==> src/rtl/onehot_sel_sequencer.sv <==
// onehot_sel_sequencer: registered N-to-M one-hot select decoder.
// It has a direct-address mode with a valid/ready handshake and a dwell-timed auto-scan mode.
//
// Parameters
//   SEL_W    select address width
//   NUM_OUT  number of one-hot outputs (2 .. 2**SEL_W)
//   DWELL_W  width of the scan dwell count
//
// Ports
//   clk       rising-edge clock
//   rst_n     synchronous active-low reset
//   en        block enable
//   mode      0 = direct, 1 = scan
//   in_valid  address valid (direct mode)
//   in_ready  address accept (registered)
//   in_sel    requested output index
//   dwell     scan hold length minus one
//   out       registered one-hot or all-zero select
//   cur_sel   index currently driven (0 when out is all-zero)
//   wrap      one-cycle pulse when the scan returns to index 0
//   err       one-cycle pulse when an out-of-range address is accepted

module onehot_sel_sequencer #(
    parameter int SEL_W   = 3,
    parameter int NUM_OUT = 8,
    parameter int DWELL_W = 4
) (
    input  logic               clk,
    input  logic               rst_n,
    input  logic               en,
    input  logic               mode,
    input  logic               in_valid,
    output logic               in_ready,
    input  logic [SEL_W-1:0]   in_sel,
    input  logic [DWELL_W-1:0] dwell,
    output logic [NUM_OUT-1:0] out,
    output logic [SEL_W-1:0]   cur_sel,
    output logic               wrap,
    output logic               err
);

    localparam logic [SEL_W:0]   NUM_LIM  = (SEL_W+1)'(NUM_OUT);
    localparam logic [SEL_W-1:0] LAST_IDX = SEL_W'(NUM_OUT - 1);

    typedef enum logic [1:0] {
        IDLE   = 2'd0,
        DIRECT = 2'd1,
        SCAN   = 2'd2
    } state_t;

    // state: mode captured from en/mode at the previous edge.
    // phase: state as seen one edge later, i.e. what the outputs
    // currently reflect. A SCAN state with a non-SCAN phase is a
    // scan entry.
    state_t state;
    state_t phase;

    logic [SEL_W-1:0]   lat_sel;
    logic [SEL_W-1:0]   scan_idx;
    logic [DWELL_W-1:0] cnt;

    logic               xfer;
    logic               in_range;
    logic               take;
    logic [SEL_W-1:0]   direct_idx;
    logic [SEL_W-1:0]   step_idx;
    logic               at_last;

    function automatic logic [NUM_OUT-1:0] onehot(
        input logic [SEL_W-1:0] idx
    );
        logic [NUM_OUT-1:0] v;
        v = '0;
        for (int k = 0; k < NUM_OUT; k++) begin
            v[k] = (idx == SEL_W'(k));
        end
        return v;
    endfunction

    assign xfer     = in_valid & in_ready;
    assign in_range = ({1'b0, in_sel} < NUM_LIM);
    assign take     = xfer & in_range;

    // A good transfer shows up on the very next cycle, so the
    // direct output bypasses the latch on the accepting edge.
    assign direct_idx = take ? in_sel : lat_sel;

    assign at_last  = (scan_idx == LAST_IDX);
    assign step_idx = at_last ? '0 : scan_idx + 1'b1;

    always_ff @(posedge clk) begin
        if (!rst_n) begin
            state    <= IDLE;
            phase    <= IDLE;
            in_ready <= 1'b0;
            out      <= '0;
            cur_sel  <= '0;
            wrap     <= 1'b0;
            err      <= 1'b0;
            lat_sel  <= '0;
            scan_idx <= '0;
            cnt      <= '0;
        end else begin
            if (!en) begin
                state <= IDLE;
            end else if (mode) begin
                state <= SCAN;
            end else begin
                state <= DIRECT;
            end

            phase    <= state;
            in_ready <= (state == DIRECT);
            wrap     <= 1'b0;

            // The handshake is honoured whenever in_ready was shown,
            // even if the mode is already leaving DIRECT.
            err <= xfer & ~in_range;
            if (take) begin
                lat_sel <= in_sel;
            end

            unique case (state)
                IDLE: begin
                    out      <= '0;
                    cur_sel  <= '0;
                    scan_idx <= '0;
                    cnt      <= '0;
                end

                DIRECT: begin
                    out      <= onehot(direct_idx);
                    cur_sel  <= direct_idx;
                    scan_idx <= '0;
                    cnt      <= '0;
                end

                SCAN: begin
                    if (phase != SCAN) begin
                        // Entry: start at index 0, no wrap pulse.
                        scan_idx <= '0;
                        cnt      <= dwell;
                        out      <= onehot('0);
                        cur_sel  <= '0;
                    end else if (cnt == '0) begin
                        // Step: dwell is only sampled here.
                        scan_idx <= step_idx;
                        cnt      <= dwell;
                        out      <= onehot(step_idx);
                        cur_sel  <= step_idx;
                        wrap     <= at_last;
                    end else begin
                        cnt <= cnt - 1'b1;
                    end
                end

                default: begin
                    out      <= '0;
                    cur_sel  <= '0;
                    scan_idx <= '0;
                    cnt      <= '0;
                end
            endcase
        end
    end

endmodule

==> config.mk <==
export PLATFORM = sky130hd
export DESIGN_NAME = onehot_sel_sequencer
export DESIGN_NICKNAME = d
export VERILOG_FILES = /design/src/rtl/onehot_sel_sequencer.sv
export SDC_FILE = /design/constraint.sdc
export NUM_CORES = 1
export LEC_CHECK = 0
export ABC_AREA = 1
export BUFFER_PORTS_ARGS = -buffer_cell sky130_fd_sc_hd__buf_2
export CAP_MARGIN = 20
export CORE_AREA = 2 2 57 59
export CTS_CLUSTER_SIZE = 14
export DETAILED_ROUTE_END_ITERATION = 8
export DIE_AREA = 0 0 59 61
export HOLD_SLACK_MARGIN = 0.03
export PLACE_DENSITY = 0.69
export SLEW_MARGIN = 20
export SYNTH_ARGS = -nofsm -noshare
export SYNTH_HDL_FRONTEND = slang
export SYNTH_SLANG_ARGS = --single-unit
==> constraint.sdc <==
create_clock -name clk -period 4.1 [get_ports clk]
set_input_delay 0.82 -clock clk [delete_from_list [all_inputs] [get_ports clk]]
set_output_delay 0.82 -clock clk [all_outputs]
set_load 0.005 [all_outputs]
==> results of run 1 <==
## stage by stage
step | util | total power [mW]
3_3_place_gp | 0.517 | 0.306
2_1_floorplan | - | 0.297
6_report | 0.525 | 0.413
4_1_cts | 0.525 | 0.420
5_1_grt | 0.525 | 0.433
3_5_place_dp | 0.517 | 0.307
## sequential cells by signal, indices dropped and copies added (netlist names)
signal and cells:
cnt 4, phase 2, in_ready 1, wrap 1, state 2, out 8
cur_sel 3, lat_sel 3, scan_idx 3
## final cells by class
| class | count | area share |
|---|---|---|
| Inverter | 29 | 0.0702 |
| Timing Repair Buffer | 24 | 0.0774 |
| Multi-Input combinational cell | 136 | 0.460 |
| Sequential cell | 27 | 0.348 |
| Clock buffer | 4 | 0.0169 |
| Tap cell | 33 | 0.0266 |
## cells in the mapped netlist
cell	count	area share
sky130_fd_sc_hd__buf_4	2	0.011
sky130_fd_sc_hd__o21ai_1	3	0.011
sky130_fd_sc_hd__inv_1	25	0.067
sky130_fd_sc_hd__nor2_4	2	0.016
sky130_fd_sc_hd__nand3_2	1	0.0072
sky130_fd_sc_hd__nand2_2	6	0.027
sky130_fd_sc_hd__buf_1	1	0.0027
sky130_fd_sc_hd__o21ai_0	5	0.018
sky130_fd_sc_hd__dfxtp_1	27	0.39
sky130_fd_sc_hd__or2_2	1	0.0045
sky130_fd_sc_hd__inv_2	4	0.011
sky130_fd_sc_hd__nand2_1	58	0.16
sky130_fd_sc_hd__nor3_1	1	0.0036
sky130_fd_sc_hd__a21oi_1	14	0.050
sky130_fd_sc_hd__a211oi_1	3	0.016
sky130_fd_sc_hd__buf_6	1	0.0081
sky130_fd_sc_hd__conb_1	1	0.0027
sky130_fd_sc_hd__nor2_2	5	0.022
sky130_fd_sc_hd__nand3_1	13	0.047
sky130_fd_sc_hd__nor2_1	10	0.027
sky130_fd_sc_hd__o22ai_1	1	0.0045
sky130_fd_sc_hd__ha_1	9	0.081
sky130_fd_sc_hd__a21oi_2	3	0.019
## kinds of logic (layout without fill, tap and decap cells)
family | Yosys count | in the layout
other | 1 | 1
adder cells (fa/ha/maj) | 9 | 9
flip-flops | 27 | 27
buffers and inverters | 33 | 57
AND/OR/NAND/NOR | 97 | 97
AO/OA/AOI/OAI | 29 | 29
## layer usage
metal	wire [um]	global-route usage	vias to the layer above	part of all wire
met5	0	0	-	0
met4	49	0.0779	0	0.019
met3	70	0.0192	5	0.027
met2	1230	0.289	22	0.48
met1	1220	0.183	527	0.47
li1	-	-	659	-
## final timing paths
path | start | endpoint | slack (ns) | cells past startpoint
max | in_ready | in_ready | 2.31 | 1
min | cnt[0] | cnt[0] | 0.44 | 1
max reg2reg | cnt[0] | cur_sel[2] | 2.38 | 8
min reg2reg | cnt[0] | cnt[0] | 0.44 | 1
## where the power goes
| part | switching, mW | internal, mW | total, mW |
|---|---|---|---|
| logic | 0.0213 | 0.0113 | 0.0327 |
| registers | 0.00212 | 0.265 | 0.268 |
| clock network | 0.0743 | 0.0381 | 0.112 |
| total | 0.0977 | 0.315 | 0.413 |
==> results.cfg, run 1 <==
[clock_network]
cts_root_buf = sky130_fd_sc_hd__clkbuf_4
tritoncts = built
clock_latency_ns = 0.32
clkSinkCount = 27
post_cts.resized_instances = 0
clkTransAtPathRegs_ns = 0.14
cts_hold_buffers = 0
htree_num_levels = 1
cts-buffers-inserted = 3
post_cts_buffers = 0
deepest_clock_path_buffer_count = 2

[route]
drt_pre_antenna_iters = 4
detail_route.iter0.violations = 24
drc = 0
via_count = 1213
totalWireLength_um = 2570
routedWlPerCell_um = 10.2
vias_per_cell = 4.79
ant_nets = 0

[critical_path]
timing.critical_path.buf_inv = 1
slowest_stage = sky130_fd_sc_hd__dfxtp_1
critPathLaunchType = register
max_stage_delay_ns = 0.48
crit_family = flip-flops
timing.critical_path.cells = buf_2
critPathMaxFanout = 8
timing.setup.critical_path_class = register to output pin
data_required_time_at_the_worst_endpoint_ns = 3.28
worstSetupEndpointType = output pin
timing.critical_path.arrival_ns = 0.97

[yosys]
synth.net_count = 217
synth.area.mux_share = 0
yosys.area_share.xor_xnor = 0
netlist_area_mm2 = 0.00139
synth_top_family_by_area = simple AND/OR/NAND/NOR gates
synth_warnings = 0
synth_compound_area_frac = 0.118
netlist_instances = 196
synth_cell_types = 23
ys_seq_elements = 27
post_synth_simple_gate_area = 0.311
post_synth.cell_area_avg_um2 = 7.11
synth_fa_ha_area_frac = 0.0808
yosysSeqAreaShare = 0.388

[timing]
timing_max_transition_violations_final = 0
report.final.setup_viol = 0
fmaxAchievable_ghz = 0.560
period_needed_ns = 1.79
finalHoldViolations = 0
fin_worst_skew_ns = 0.00681
post-route-period-util = 0.435
grt_setup_unrepaired = no
final_worst_setup_slack_ns = 2.31
hold_slack_ns = 0.439
setup_tns_ns = 0

[final_layout]
mostFrequentLayoutCell = sky130_fd_sc_hd__nand2_1
diodes = 0
ff_latch_area_um2 = 541
final_cell_mix = sky130_fd_sc_hd__nand2_1, sky130_fd_sc_hd__dfxtp_1, sky130_fd_sc_hd__inv_1
final_layout_size_suffix_gt1_frac = 0.223
nets = 242
finalNonFillerCells = 253
fill_cells = 335
syn2layout_area_growth_pct = 11.3
footprint_of_the_multi_input_gates_um2 = 714
fin_area_mm2 = 0.00155

[die]
io_pins = 26
floorplan.rows = 20
core_mm2 = 0.00295
fp.dieW_um = 59
initial_utilization = 0.472
die_area_mm2 = 0.00360
die_h_um = 61

[global_route]
groute.usage.overall = 0.158
grt_pass1_wl_um = 4280
grt_pass1_vias = 1028
global_route.overflow_total = 0
grt_start_max_net_pins = 15
grt_antenna_before_repair = 0

[placement]
post-place-ws_ns = 2.32
io_buffers = 24
globalplace.congestion = 0.807
detailedPlacementHpwl_um = 2050
placedInstanceArea_mm2 = 0.00153
placed_cells = 249

[pwr]
irDropWorstVdd_mv = 0.173
power_per_cell_area_mw_per_mm2 = 266
total_leakage_power_nw = 0.735

[run_status]
result_of_the_run = complete, no violations

[worst_hold_path]
hold_path.class = register to register

[job]
max_cap_viol_count = 0
Note: power is estimated with default switching activity, not from simulation.
==> inputs of run 2 (changes only) <==
Clock period 4.1 ns to 1.85 ns, I/O delays scaled along.
==> run 2 against run 1 <==
Against the previous run:
- hold slack worse by 0.23 ns
- combinational power is 120% higher
- clock power is 120% higher
- sequential share of layout area is 0.17 points lower
- largest power group unchanged
- first-iteration DRC count is 8.3% higher
- die area stayed put
- sequential power is 120% higher
- non-clock buffer count is 1 higher
==> results.cfg, run 2 (synthesized netlist as in run 1, its figures left out) <==
[run_status]
result_of_the_run = complete, no violations

[timing]
fin_worst_skew_ns = 0.00697
post-route-period-util = 0.887
grt_setup_unrepaired = no
finalHoldViolations = 0
setup_tns_ns = 0
period_needed_ns = 1.64
hold_slack_ns = 0.206
fmaxAchievable_ghz = 0.609
report.final.setup_viol = 0
timing_max_transition_violations_final = 0

[die]
floorplan.rows = 20
die_h_um = 61
io_pins = 26
initial_utilization = 0.472
fp.dieW_um = 59
die_area_mm2 = 0.00360
core_mm2 = 0.00295

[final_layout]
fill_cells = 309
syn2layout_area_growth_pct = 11.8
reg_top3 = out (8), cnt (4)
max_ffs_per_register = 8
register_with_the_most_flip_flops = out
ff_latch_area_um2 = 541
final_layout_size_suffix_gt1_frac = 0.226
final_cell_mix = sky130_fd_sc_hd__nand2_1, sky130_fd_sc_hd__dfxtp_1, sky130_fd_sc_hd__inv_1
mostFrequentLayoutCell = sky130_fd_sc_hd__nand2_1
footprint_of_the_multi_input_gates_um2 = 714
nets = 243
diodes = 0

[global_route]
grt_pass1_vias = 1093
groute.usage.overall = 0.163
grt_start_max_net_pins = 15
grt_pass1_wl_um = 4470
grt_antenna_before_repair = 0
global_route.overflow_total = 0

[pwr]
intPower_mw = 0.698
pwr-share-clk = 0.271
net_sw_power_mw = 0.214
power.share.switching = 0.235
power_mw = 0.912
seq_power_share = 0.651
irDropWorstVdd_mv = 0.409
power_per_cell_area_mw_per_mm2 = 585
share_comb_of_total_power = 0.078
total_leakage_power_nw = 0.741

[critical_path]
timing.critical_path.buf_inv = 1
timing.setup.critical_path_class = register to register
critPathMaxFanout = 6
max_stage_delay_ns = 0.38
timing.critical_path.arrival_ns = 1.90
crit_family = adder cells
timing.critical_path.mode_cell = sky130_fd_sc_hd__nand2_1
timing.critical_path.cells = ha_1 > ha_1 > inv_1 > nor2_1 > nand2_1 > nand2_1 > nand2_1 > a21oi_2
worstSetupEndpointType = register
critPathLaunchType = register
data_required_time_at_the_worst_endpoint_ns = 2.11
slowest_stage = sky130_fd_sc_hd__dfxtp_1

[clock_network]
cts_hold_buffers = 0
clkTransAtPathRegs_ns = 0.14
tritoncts = built
post_cts.resized_instances = 0
deepest_clock_path_buffer_count = 2
post_cts_buffers = 0
clock_latency_ns = 0.32
cts_root_buf = sky130_fd_sc_hd__clkbuf_4
cts-buffers-inserted = 3
htree_num_levels = 1
clkSinkCount = 27

[route]
ant_nets = 0
detail_route.iter0.violations = 26
routedWlPerCell_um = 9.74
drt_pre_antenna_iters = 4
via_count = 1223
totalWireLength_um = 2470
vias_per_cell = 4.81
drc = 0

[placement]
io_buffers = 24
globalplace.congestion = 0.794
detailedPlacementHpwl_um = 2010

[worst_hold_path]
hold_path.class = input pin to register

[job]
max_cap_viol_count = 0
-- run 2: cell types whose count changed in the layout (fill, tap and decap cells not counted), sizes merged --
cell / before / now
buf: 24 / 25
-- run 2: final cells by class --
class                           instances  share of cell area
Multi-Input combinational cell        136               0.458
Tap cell                               33              0.0265
Timing Repair Buffer                   25              0.0819
Clock buffer                            4              0.0169
Inverter                               29              0.0698
Sequential cell                        27               0.347
-- run 2: power groups by stage --
stage | logic, mW | registers, mW | clock network (mW)
after floorplan | 0.0519 | 0.605 | 0
after global placement | 0.0718 | 0.606 | 0
after detailed placement | 0.0715 | 0.606 | 0
after CTS | 0.0721 | 0.593 | 0.260
after global routing | 0.0832 | 0.595 | 0.281
final | 0.0711 | 0.593 | 0.248
-- run 2: path summary, 6_finish.rpt --
| path | slack [ns] | from | cells after the start | end |
|---|---|---|---|---|
| setup / recovery | 0.21 | scan_idx[0] | 8 | out[6] |
| hold / removal | 0.21 | mode | 2 | state[0] |
| setup reg to reg | 0.21 | scan_idx[0] | 8 | out[6] |
| hold reg to reg | 0.44 | cnt[0] | 1 | cnt[0] |
-- run 2: per-stage QoR --
| step | cell area [um^2] | std cells | util | worst slack (ns) |
|---|---|---|---|---|
| after CTS | 1560 | 254 | 0.528 | 0.229 |
| after floorplan | 1390 | 196 | - | 0.448 |
| after global placement | 1530 | 250 | 0.519 | 0.252 |
| final | 1560 | 254 | 0.528 | 0.209 |
| after detailed placement | 1530 | 250 | 0.519 | 0.257 |
| after global routing | 1560 | 254 | 0.528 | 0.0445 |
-- run 2: per-layer routing --
| layer | global-route usage | vias up | routed length (um) |
|---|---|---|---|
| met5 | 0 | - | 0 |
| met4 | 0.0682 | 0 | 42 |
| met3 | 0.0256 | 5 | 123 |
| met2 | 0.284 | 29 | 1130 |
| met1 | 0.201 | 527 | 1170 |
| li1 | - | 662 | - |
==> inputs of run 3 (changes only) <==
Settings changed: CTS_BUF_LIST set to sky130_fd_sc_hd__clkbuf_4.
==> run 3 against run 2 <==
Against the previous run:
- sequential power barely moved
- final cell count did not move
- global-route usage rose by 0.089 points
- critical endpoint unchanged
- largest power group unchanged
==> results.cfg, run 3 (synthesized netlist as in run 1, its figures left out) <==
[timing]
timing_max_transition_violations_final = 0
report.final.setup_viol = 0
fmaxAchievable_ghz = 0.610
period_needed_ns = 1.64
fin_worst_skew_ns = 0.00813
grt_setup_unrepaired = no
setup_tns_ns = 0
finalHoldViolations = 0
final_worst_setup_slack_ns = 0.210
hold_slack_ns = 0.206
post-route-period-util = 0.886

[critical_path]
critPathLaunchType = register
rr_startpoint = scan_idx[0]
critPathMaxFanout = 6
timing.reg2reg.setup_slack_ns = 0.21
slowest_stage = sky130_fd_sc_hd__dfxtp_1
timing.critical_path.mode_cell = sky130_fd_sc_hd__nand2_1
reg2regPathDepth = 8
timing.setup.critical_path_class = register to register
data_required_time_at_the_worst_endpoint_ns = 2.12
timing.critical_path.arrival_ns = 1.90
max_stage_delay_ns = 0.38
worstSetupEndpointType = register
timing.critical_path.cells = ha_1 > ha_1 > inv_1 > nor2_1 > nand2_1 > nand2_1 > nand2_1 > a21oi_2
timing.critical_path.buf_inv = 1
regToRegEndpoint = out[6]
crit_family = adder cells

[clock_network]
clkSinkCount = 27
tritoncts = built
post_cts.resized_instances = 0
deepest_clock_path_buffer_count = 2
htree_num_levels = 1
post_cts_buffers = 0
cts_root_buf = sky130_fd_sc_hd__clkbuf_4
cts_hold_buffers = 0
clkTransAtPathRegs_ns = 0.14
clock_latency_ns = 0.32
cts-buffers-inserted = 3

[pwr]
irDropWorstVdd_mv = 0.409
power_per_cell_area_mw_per_mm2 = 594
power_mw = 0.928
total_leakage_power_nw = 0.744

[final_layout]
diodes = 0
max_ffs_per_register = 8
nets = 243
utilization = 0.529
syn2layout_area_growth_pct = 12.1
register_with_the_most_flip_flops = out
footprint_of_the_multi_input_gates_um2 = 714
final_layout_size_suffix_gt1_frac = 0.231
fill_cells = 307
mostFrequentLayoutCell = sky130_fd_sc_hd__nand2_1
reg_top3 = out (8), cnt (4)
final_cell_mix = sky130_fd_sc_hd__nand2_1, sky130_fd_sc_hd__dfxtp_1, sky130_fd_sc_hd__inv_1
ff_latch_area_um2 = 541

[die]
floorplan.rows = 20
io_pins = 26
die_area_mm2 = 0.00360
initial_utilization = 0.472
fp.dieW_um = 59
core_mm2 = 0.00295
die_h_um = 61

[route]
drt_pre_antenna_iters = 4
detail_route.iter0.violations = 23
totalWireLength_um = 2480
drc = 0
ant_nets = 0
vias_per_cell = 4.82
routedWlPerCell_um = 9.76
via_count = 1224

[global_route]
grt_pass1_wl_um = 4500
grt_antenna_before_repair = 0
grt_start_max_net_pins = 15
groute.usage.overall = 0.164
grt_pass1_vias = 1096
global_route.overflow_total = 0

[placement]
detailedPlacementHpwl_um = 2010
io_buffers = 24
globalplace.congestion = 0.794
post-place-ws_ns = 0.257

[job]
max_cap_viol_count = 0

[worst_hold_path]
hold_path.class = input pin to register
hold_path_depth = 2
timing.hold.worst_endpoint = state[0]
min-delay-start = mode

[run_status]
result_of_the_run = complete, no violations
[run 3: area by class of cell]
type / count / share of cell area
Timing Repair Buffer: 25 / 0.0817
Tap cell: 33 / 0.0264
Multi-Input combinational cell: 136 / 0.457
Inverter: 29 / 0.0697
Clock buffer: 4 / 0.0192
Sequential cell: 27 / 0.346
[run 3: through the flow]
stage | std cells | area, um^2
2_1_floorplan | 196 | 1390
3_3_place_gp | 250 | 1530
3_5_place_dp | 250 | 1530
4_1_cts | 254 | 1560
5_1_grt | 254 | 1560
6_report | 254 | 1560
[run 3: report_power, final]
part           leakage [nW]  switching [mW]  internal (mW)
registers             0.218         0.00481          0.588
clock network        0.0184           0.164         0.0990
logic                 0.507          0.0462         0.0250
[run 3: worst max path at each step]
stage                           start      to  depth (start not counted)
after floorplan           scan_idx[0]  out[4]                          8
after global placement    scan_idx[0]  out[4]                          8
after detailed placement  scan_idx[0]  out[6]                          8
after CTS                 scan_idx[0]  out[6]                          8
after global routing      scan_idx[0]  out[4]                          8
final                     scan_idx[0]  out[6]                          8
[run 3: worst reg2reg max path, delay by kind of cell, from the launching register on]
kind                     cells  cell delay [ns]
flip-flops                   1             0.38
AND/OR/NAND/NOR              4             0.45
adder cells (fa/ha/maj)      2             0.51
buffers and inverters        1             0.11
AO/OA/AOI/OAI                1             0.13
[run 3: layer usage]
layer | vias to the layer above | part of all wire | GRT usage
met5 | - | 0 | 0
met4 | 0 | 0.017 | 0.0682
li1 | 663 | - | -
met1 | 527 | 0.48 | 0.204
met2 | 29 | 0.45 | 0.284
met3 | 5 | 0.050 | 0.0256
